## src/rtl/sig_ctrl_pkg.sv

```systemverilog
// Shared definitions for the multi-phase signal controller: lamp codes,
// controller state encoding and the per-phase lamp decode.
package sig_ctrl_pkg;

   // Lamp codes as driven onto each 2-bit phase slot of the lights bus
   localparam logic [1:0] RED    = 2'b00;
   localparam logic [1:0] YELLOW = 2'b01;
   localparam logic [1:0] GREEN  = 2'b10;
   localparam logic [1:0] DARK   = 2'b11;

   // Phase indices are carried in 3 bits so up to 8 phases fit
   localparam int PHASE_W = 3;

   // Three-bit encoding leaves spare codes; those are treated as illegal
   typedef enum logic [2:0] {
      S_ALL_RED = 3'd0,
      S_GREEN   = 3'd1,
      S_YELLOW  = 3'd2,
      S_FLASH   = 3'd3
   } sig_state_t;

   // Lamp shown by one phase given the controller state.
   // is_cur: this phase is the served phase; is_zero: this is phase 0.
   function automatic logic [1:0] lamp_decode(input sig_state_t st,
                                              input logic       is_cur,
                                              input logic       is_zero,
                                              input logic       flash_on);
      logic [1:0] code;
      code = RED;
      case (st)
         S_GREEN:  code = is_cur ? GREEN : RED;
         S_YELLOW: code = is_cur ? YELLOW : RED;
         S_FLASH:  code = flash_on ? (is_zero ? YELLOW : RED) : DARK;
         default:  code = RED;
      endcase
      return code;
   endfunction

endpackage

```

## src/rtl/rr_phase_arbiter.sv

```systemverilog
// Combinational round-robin search for the next phase to serve.
// Scans cyclically from cur_phase+1; the current phase itself is the last
// candidate, and with no demand at all the current phase is returned.
module rr_phase_arbiter
   import sig_ctrl_pkg::*;
#(
   parameter int NUM_PHASES = 4
)
(
   input  logic [NUM_PHASES-1:0] demand_i,
   input  logic [PHASE_W-1:0]    cur_phase_i,
   output logic [PHASE_W-1:0]    nxt_idx_o,
   output logic                  any_other_o
);

   logic [7:0]            dem_ext;
   logic [PHASE_W-1:0]    cand_idx [NUM_PHASES];
   logic [NUM_PHASES-1:0] cand_hit;
   logic [NUM_PHASES-1:0] other_dem;

   assign dem_ext = 8'(demand_i);

   // Candidate gi is the phase (gi+1) steps after the current one, modulo N
   genvar gi;
   generate
      for (gi = 0; gi < NUM_PHASES; gi++) begin : g_cand
         logic [3:0] sum;
         assign sum           = {1'b0, cur_phase_i} + 4'(gi + 1);
         assign cand_idx[gi]  = (sum >= 4'(NUM_PHASES)) ? 3'(sum - 4'(NUM_PHASES)) : sum[2:0];
         assign cand_hit[gi]  = dem_ext[cand_idx[gi]];
         assign other_dem[gi] = demand_i[gi] && (cur_phase_i != 3'(gi));
      end
   endgenerate

   // Nearest demanding candidate wins: scan from farthest to nearest so the
   // closest hit overwrites the rest
   always_comb begin
      nxt_idx_o = cur_phase_i;
      for (int i = NUM_PHASES - 1; i >= 0; i--) begin
         if (cand_hit[i]) begin
            nxt_idx_o = cand_idx[i];
         end
      end
   end

   assign any_other_o = |other_dem;

endmodule

```

## src/rtl/multi_phase_signal_ctrl.sv

```systemverilog
// N-phase intersection signal controller: round-robin demand service with
// min/max green, yellow and all-red clearance, plus a flashing fail-safe.
// All intervals count tick enables, not clk cycles.
module multi_phase_signal_ctrl
   import sig_ctrl_pkg::*;
#(
   parameter int NUM_PHASES   = 4,
   parameter int TW           = 32,
   parameter int GREEN_MIN    = 30,
   parameter int GREEN_MAX    = 100,
   parameter int YELLOW_TIME  = 20,
   parameter int ALL_RED_TIME = 2,
   parameter int FLASH_PERIOD = 1
)
(
   input  logic                    clk,
   input  logic                    reset_n,
   input  logic                    tick_i,
   input  logic [NUM_PHASES-1:0]   demand_i,
   input  logic                    flash_mode_i,
   output logic [2*NUM_PHASES-1:0] lights_o,
   output logic [2:0]              active_phase_o,
   output logic                    in_flash_o
);

   // Last timer value of each interval: a state lasting T ticks exits on the
   // tick where the timer reads T-1
   localparam logic [TW-1:0] GMIN_LAST  = TW'(GREEN_MIN - 1);
   localparam logic [TW-1:0] GMAX_LAST  = TW'(GREEN_MAX - 1);
   localparam logic [TW-1:0] YEL_LAST   = TW'(YELLOW_TIME - 1);
   localparam logic [TW-1:0] AR_LAST    = TW'(ALL_RED_TIME - 1);
   localparam logic [TW-1:0] FLASH_LAST = TW'(FLASH_PERIOD - 1);

   sig_state_t         state_q, state_d;
   logic [PHASE_W-1:0] cur_phase_q, cur_phase_d;
   logic [PHASE_W-1:0] nxt_phase_q, nxt_phase_d;
   logic [TW-1:0]      timer_q, timer_d;
   logic               flash_on_q, flash_on_d;
   logic               flash_tgl;

   logic [7:0]         dem_ext;
   logic               dem_cur;
   logic [PHASE_W-1:0] arb_nxt;
   logic               arb_other;
   logic               el_gmin, el_gmax, el_yel, el_ar, el_flash;

   assign dem_ext = 8'(demand_i);
   assign dem_cur = dem_ext[cur_phase_q];

   assign el_gmin  = tick_i && (timer_q >= GMIN_LAST);
   assign el_gmax  = tick_i && (timer_q >= GMAX_LAST);
   assign el_yel   = tick_i && (timer_q >= YEL_LAST);
   assign el_ar    = tick_i && (timer_q >= AR_LAST);
   assign el_flash = tick_i && (timer_q >= FLASH_LAST);

   rr_phase_arbiter #(
      .NUM_PHASES (NUM_PHASES)
   ) u_arb (
      .demand_i    (demand_i),
      .cur_phase_i (cur_phase_q),
      .nxt_idx_o   (arb_nxt),
      .any_other_o (arb_other)
   );

   // Next-state logic: phase sequencing, next-phase latch and flash blink
   always_comb begin
      state_d     = state_q;
      cur_phase_d = cur_phase_q;
      nxt_phase_d = nxt_phase_q;
      flash_on_d  = flash_on_q;
      flash_tgl   = 1'b0;
      case (state_q)
         S_GREEN: begin
            if (el_gmin && (flash_mode_i || (arb_other && (!dem_cur || el_gmax)))) begin
               state_d     = S_YELLOW;
               nxt_phase_d = arb_nxt;
            end
         end
         S_YELLOW: begin
            if (el_yel) begin
               state_d = S_ALL_RED;
            end
         end
         S_ALL_RED: begin
            if (el_ar) begin
               if (flash_mode_i) begin
                  state_d = S_FLASH;
               end else begin
                  state_d     = S_GREEN;
                  cur_phase_d = nxt_phase_q;
               end
            end
         end
         S_FLASH: begin
            if (tick_i && !flash_mode_i) begin
               state_d     = S_ALL_RED;
               nxt_phase_d = '0;
               flash_on_d  = 1'b0;
            end else if (el_flash) begin
               flash_on_d = ~flash_on_q;
               flash_tgl  = 1'b1;
            end
         end
         default: begin
            state_d    = S_ALL_RED;
            flash_on_d = 1'b0;
         end
      endcase
   end

   // Interval timer: restarts on any state change or blink toggle, else
   // counts ticks and sticks at its maximum while green rests
   always_comb begin
      timer_d = timer_q;
      if ((state_d != state_q) || flash_tgl) begin
         timer_d = '0;
      end else if (tick_i && (timer_q != '1)) begin
         timer_d = timer_q + TW'(1);
      end
   end

   // Controller registers; reset forces all red immediately
   always_ff @(posedge clk or negedge reset_n) begin
      if (!reset_n) begin
         state_q     <= S_ALL_RED;
         cur_phase_q <= '0;
         nxt_phase_q <= '0;
         timer_q     <= '0;
         flash_on_q  <= 1'b0;
      end else begin
         state_q     <= state_d;
         cur_phase_q <= cur_phase_d;
         nxt_phase_q <= nxt_phase_d;
         timer_q     <= timer_d;
         flash_on_q  <= flash_on_d;
      end
   end

   // Lamp decode straight from registered state, one slot per phase
   genvar gi;
   generate
      for (gi = 0; gi < NUM_PHASES; gi++) begin : g_lamp
         assign lights_o[2*gi+1 -: 2] = lamp_decode(state_q,
                                                    cur_phase_q == 3'(gi),
                                                    gi == 0,
                                                    flash_on_q);
      end
   endgenerate

   assign active_phase_o = cur_phase_q;
   assign in_flash_o     = (state_q == S_FLASH);

endmodule

```

## config.mk

```make
export PLATFORM = sky130hd
export DESIGN_NAME = multi_phase_signal_ctrl
export DESIGN_NICKNAME = d
export VERILOG_FILES = /design/src/rtl/sig_ctrl_pkg.sv /design/src/rtl/rr_phase_arbiter.sv /design/src/rtl/multi_phase_signal_ctrl.sv
export SDC_FILE = /design/constraint.sdc
export NUM_CORES = 1
export LEC_CHECK = 0
export CORE_MARGIN = 2
export CORE_UTILIZATION = 60
export DETAILED_ROUTE_END_ITERATION = 7
export PLACE_DENSITY = 0.78
export SLEW_MARGIN = 20
export SYNTH_ARGS = -nofsm -noshare
export SYNTH_HDL_FRONTEND = slang
export SYNTH_HIERARCHICAL = 1
export SYNTH_SLANG_ARGS = --single-unit
```

## constraint.sdc

```tcl
create_clock -name clk -period 3.25 [get_ports clk]
set_input_delay 0.65 -clock clk [delete_from_list [all_inputs] [get_ports clk]]
set_output_delay 0.65 -clock clk [all_outputs]
set_load 0.02 [all_outputs]
```

==> flow_metrics.env <==
export IMPL_status="complete, no violations"
export IMPL_place_gp_congestion=0.9023
export IMPL_worst_pin_slew_ps=923.6
export IMPL_cts_clk_slew_worst_paths_ps=80
export IMPL_drv_cap=0
export IMPL_synth_avg_cell_area_sq_um=9.265
export IMPL_most_common_layout_cells="dfrtp_1, nor3_2, nor2_1, xnor2_1, clkdlybuf4s50_1"
export IMPL_dp_slack_ps=305.6
export IMPL_fin_ws_ps=429.7
export IMPL_synth_top_area_cell="dfrtp_1"
export IMPL_die_area_sq_mm=0.006025
export IMPL_end_kind="output port"
export IMPL_leakagePower_nw=1.369
export IMPL_r2r_cells=8
export IMPL_cpPeakStageDelay_ps=620
export IMPL_r2r_slack_ps=550
export IMPL_cp_data_required_time_ps=2600
export IMPL_wl_per_cell_microns=15.92
export IMPL_fill_cells=431
export IMPL_drive_gt1_frac=0.1689
export IMPL_postPlaceCellArea_sq_mm=0.003475
export IMPL_drc=0
export IMPL_critPathKind="reg2out"
export IMPL_syn_nets=368
export IMPL_reg2reg_from="active_phase_o[1]"
export IMPL_arrival_ps=2170
export IMPL_critPathSlowestCell="clkdlybuf4s50_1"
export IMPL_cts_tree="yes"
export IMPL_synth_seq_cells=42
export IMPL_crit_chain="nand2b_1, or3_1, a21oi_1, clkdlybuf4s50_1"
export IMPL_grt_ovfl_total=0
export IMPL_synth_top_area_share=0.3232
export IMPL_power_density_mw_per_mm2=343.1
export IMPL_h_tree_depth=2
export IMPL_port_buffers=19
export IMPL_postCtsResizedCells=0
export IMPL_syn_inst=351
export IMPL_cts_root_buf="clkbuf_8"
export IMPL_drtAntennaViolNets=0
export IMPL_rsz0062_at_grt="false"
export IMPL_clkSinkCount=42
export IMPL_netlist_area_sq_mm=0.003252
export IMPL_drtIter0Drc=160
export IMPL_seq_area_frac_synth=0.3232
export IMPL_period_share=0.8678
export IMPL_wirelength_microns=6959
export IMPL_start_util=0.6287
export IMPL_grt_pass1_wl_microns=12280
export IMPL_grt_max_degree=43
export IMPL_hold_class="in2async"
export IMPL_final_common_cell="dfrtp_1"
export IMPL_syn_to_final_growth_pct=9.504
export IMPL_rows=26
export IMPL_diodes=0
export IMPL_slew_violations=0
export IMPL_cts_buffers_inserted=5
export IMPL_coreArea_sq_mm=0.005172
export IMPL_grt_pass1_vias=2671
export IMPL_setup_viol=0
export IMPL_hold_viol=0
export IMPL_synth_edff_count=0
export IMPL_avgViaCountPerCell=6.281
export IMPL_rr_endpoint="nxt_phase_q[1]"
export IMPL_critPathMaxFanout=15
export IMPL_fin_area_sq_mm=0.003561
export IMPL_chipHeight_microns=77.62
export IMPL_finalCriticalPeriod_ps=2820
export IMPL_drtPass1Iterations=5
export IMPL_start_kind="register"
export IMPL_synth_main_ff_cell="dfrtp_1"
export IMPL_antenna_found_initial=0
export IMPL_multi_input_area_sq_mm=0.002072
export IMPL_tns_ps=0
export IMPL_clockBufferDepth=2
export IMPL_post_cts_setup_buffer_count=0
export IMPL_io_pins=20
export IMPL_ff_latch_area_sq_mm=0.001052
export IMPL_hpwlAfterDp_microns=4949
export IMPL_grtUsageTotal=0.2496
export IMPL_vias=2745
export IMPL_max_slew_margin_rel=0.3843
export IMPL_nets=383
export IMPL_yosys_top_cells_area="dfrtp_1, nor3_2, xnor2_1"
export IMPL_fp_dieW_microns=77.62
export IMPL_fin_skew_ps=11.81
export IMPL_clock_fmax_ghz=0.3546
export IMPL_cts_hold_buf=0
export IMPL_synth_cell_types=64
export IMPL_clkLatencyLatePin_ps=300
export IMPL_fin_util=0.6884
export IMPL_ys_warn_count=6
export IMPL_postSynth_asyncResetShare=1.000
export IMPL_vdd_drop_max_mv=0.3266
==> sequential cells by signal (all words and copies together) (netlist names) <==
name	flops
state_q	3
active_phase_o	3
flash_on_q	1
nxt_phase_q	3
timer_q	32
==> power by group <==
group          internal, mW  leakage, nW  switching, mW
registers             0.536        0.581         0.0348
clock network         0.152       0.0452          0.184
logic                 0.134        0.742          0.181
total                 0.822         1.37          0.400
==> synthesized netlist by cell type (all sizes together), types with 2 or more instances <==
master	count
a21boi	3
a21oi	13
a32oi	2
and2	4
and3	6
and3b	2
and4	2
buf	6
clkbuf	10
dfrtp	42
ha	9
inv	10
mux2	7
mux2i	3
mux4	2
nand2	14
nand2b	10
nand3	17
nand3b	5
nand4	15
nor2	25
nor2b	11
nor3	46
nor3b	4
nor4	10
o211ai	2
o21a	2
o21ai	8
o221ai	2
o31ai	2
or2b	2
or3	6
xnor2	19
xor2	12
==> cell type report <==
type                            instances  area share
Timing Repair Buffer                   24     0.06254
Multi-Input combinational cell        283      0.5819
Sequential cell                        42      0.2955
Tap cell                               70     0.02460
Inverter                               10     0.01124
Clock inverter                          2    0.003865
Clock buffer                            6     0.02038
==> critical path, delay by kind of cell, from the launching register on <==
| family | cells | cell delay [ps] |
|---|---|---|
| AND/OR/NAND/NOR | 2 | 550 |
| AO/OA/AOI/OAI | 1 | 150 |
| buffers and inverters | 1 | 620 |
| flip-flops | 1 | 550 |
==> metal layers <==
layer	GRT usage	part of all wire
met1	0.3595	0.46
met5	0	0
met4	0.08036	0.016
met3	0.03953	0.056
met2	0.3853	0.47
==> worst max-delay path by stage <==
stage	startpoint	end	slack (ps)	depth (start not counted)
final	active_phase_o[2]	lights_o[2]	430	4
after global routing	active_phase_o[2]	lights_o[3]	270	4
after CTS	active_phase_o[2]	lights_o[2]	410	4
after detailed placement	tick_i	timer_q[20]	310	8
after global placement	tick_i	timer_q[20]	390	8
after floorplan	active_phase_o[0]	nxt_phase_q[1]	840	9
==> per-stage QoR <==
stage | total power [mW] | cells | hold WS [ps]
floorplan | 0.8208 | 351 | 354.4
finish | 1.222 | 437 | 482.4
CTS | 1.236 | 437 | 499.2
global placement | 0.8871 | 429 | 475.9
global route | 1.292 | 437 | 516.0
detailed placement | 0.8967 | 429 | 482.1
==> cell families after synthesis <==
| logic type | count (synthesis) | share of synthesized area |
|---|---|---|
| and+or+nand+nor | 183 | 0.3613 |
| AOI/OAI and AO/OA | 47 | 0.1035 |
| DFF | 42 | 0.3232 |
| xor gates and xnor gates | 31 | 0.08349 |
| buffers and inverters | 26 | 0.04309 |
| muxes | 12 | 0.04963 |
| adders and majority gates | 9 | 0.03463 |
| other | 1 | 0.001153 |
(Power assumes the default switching activity.)
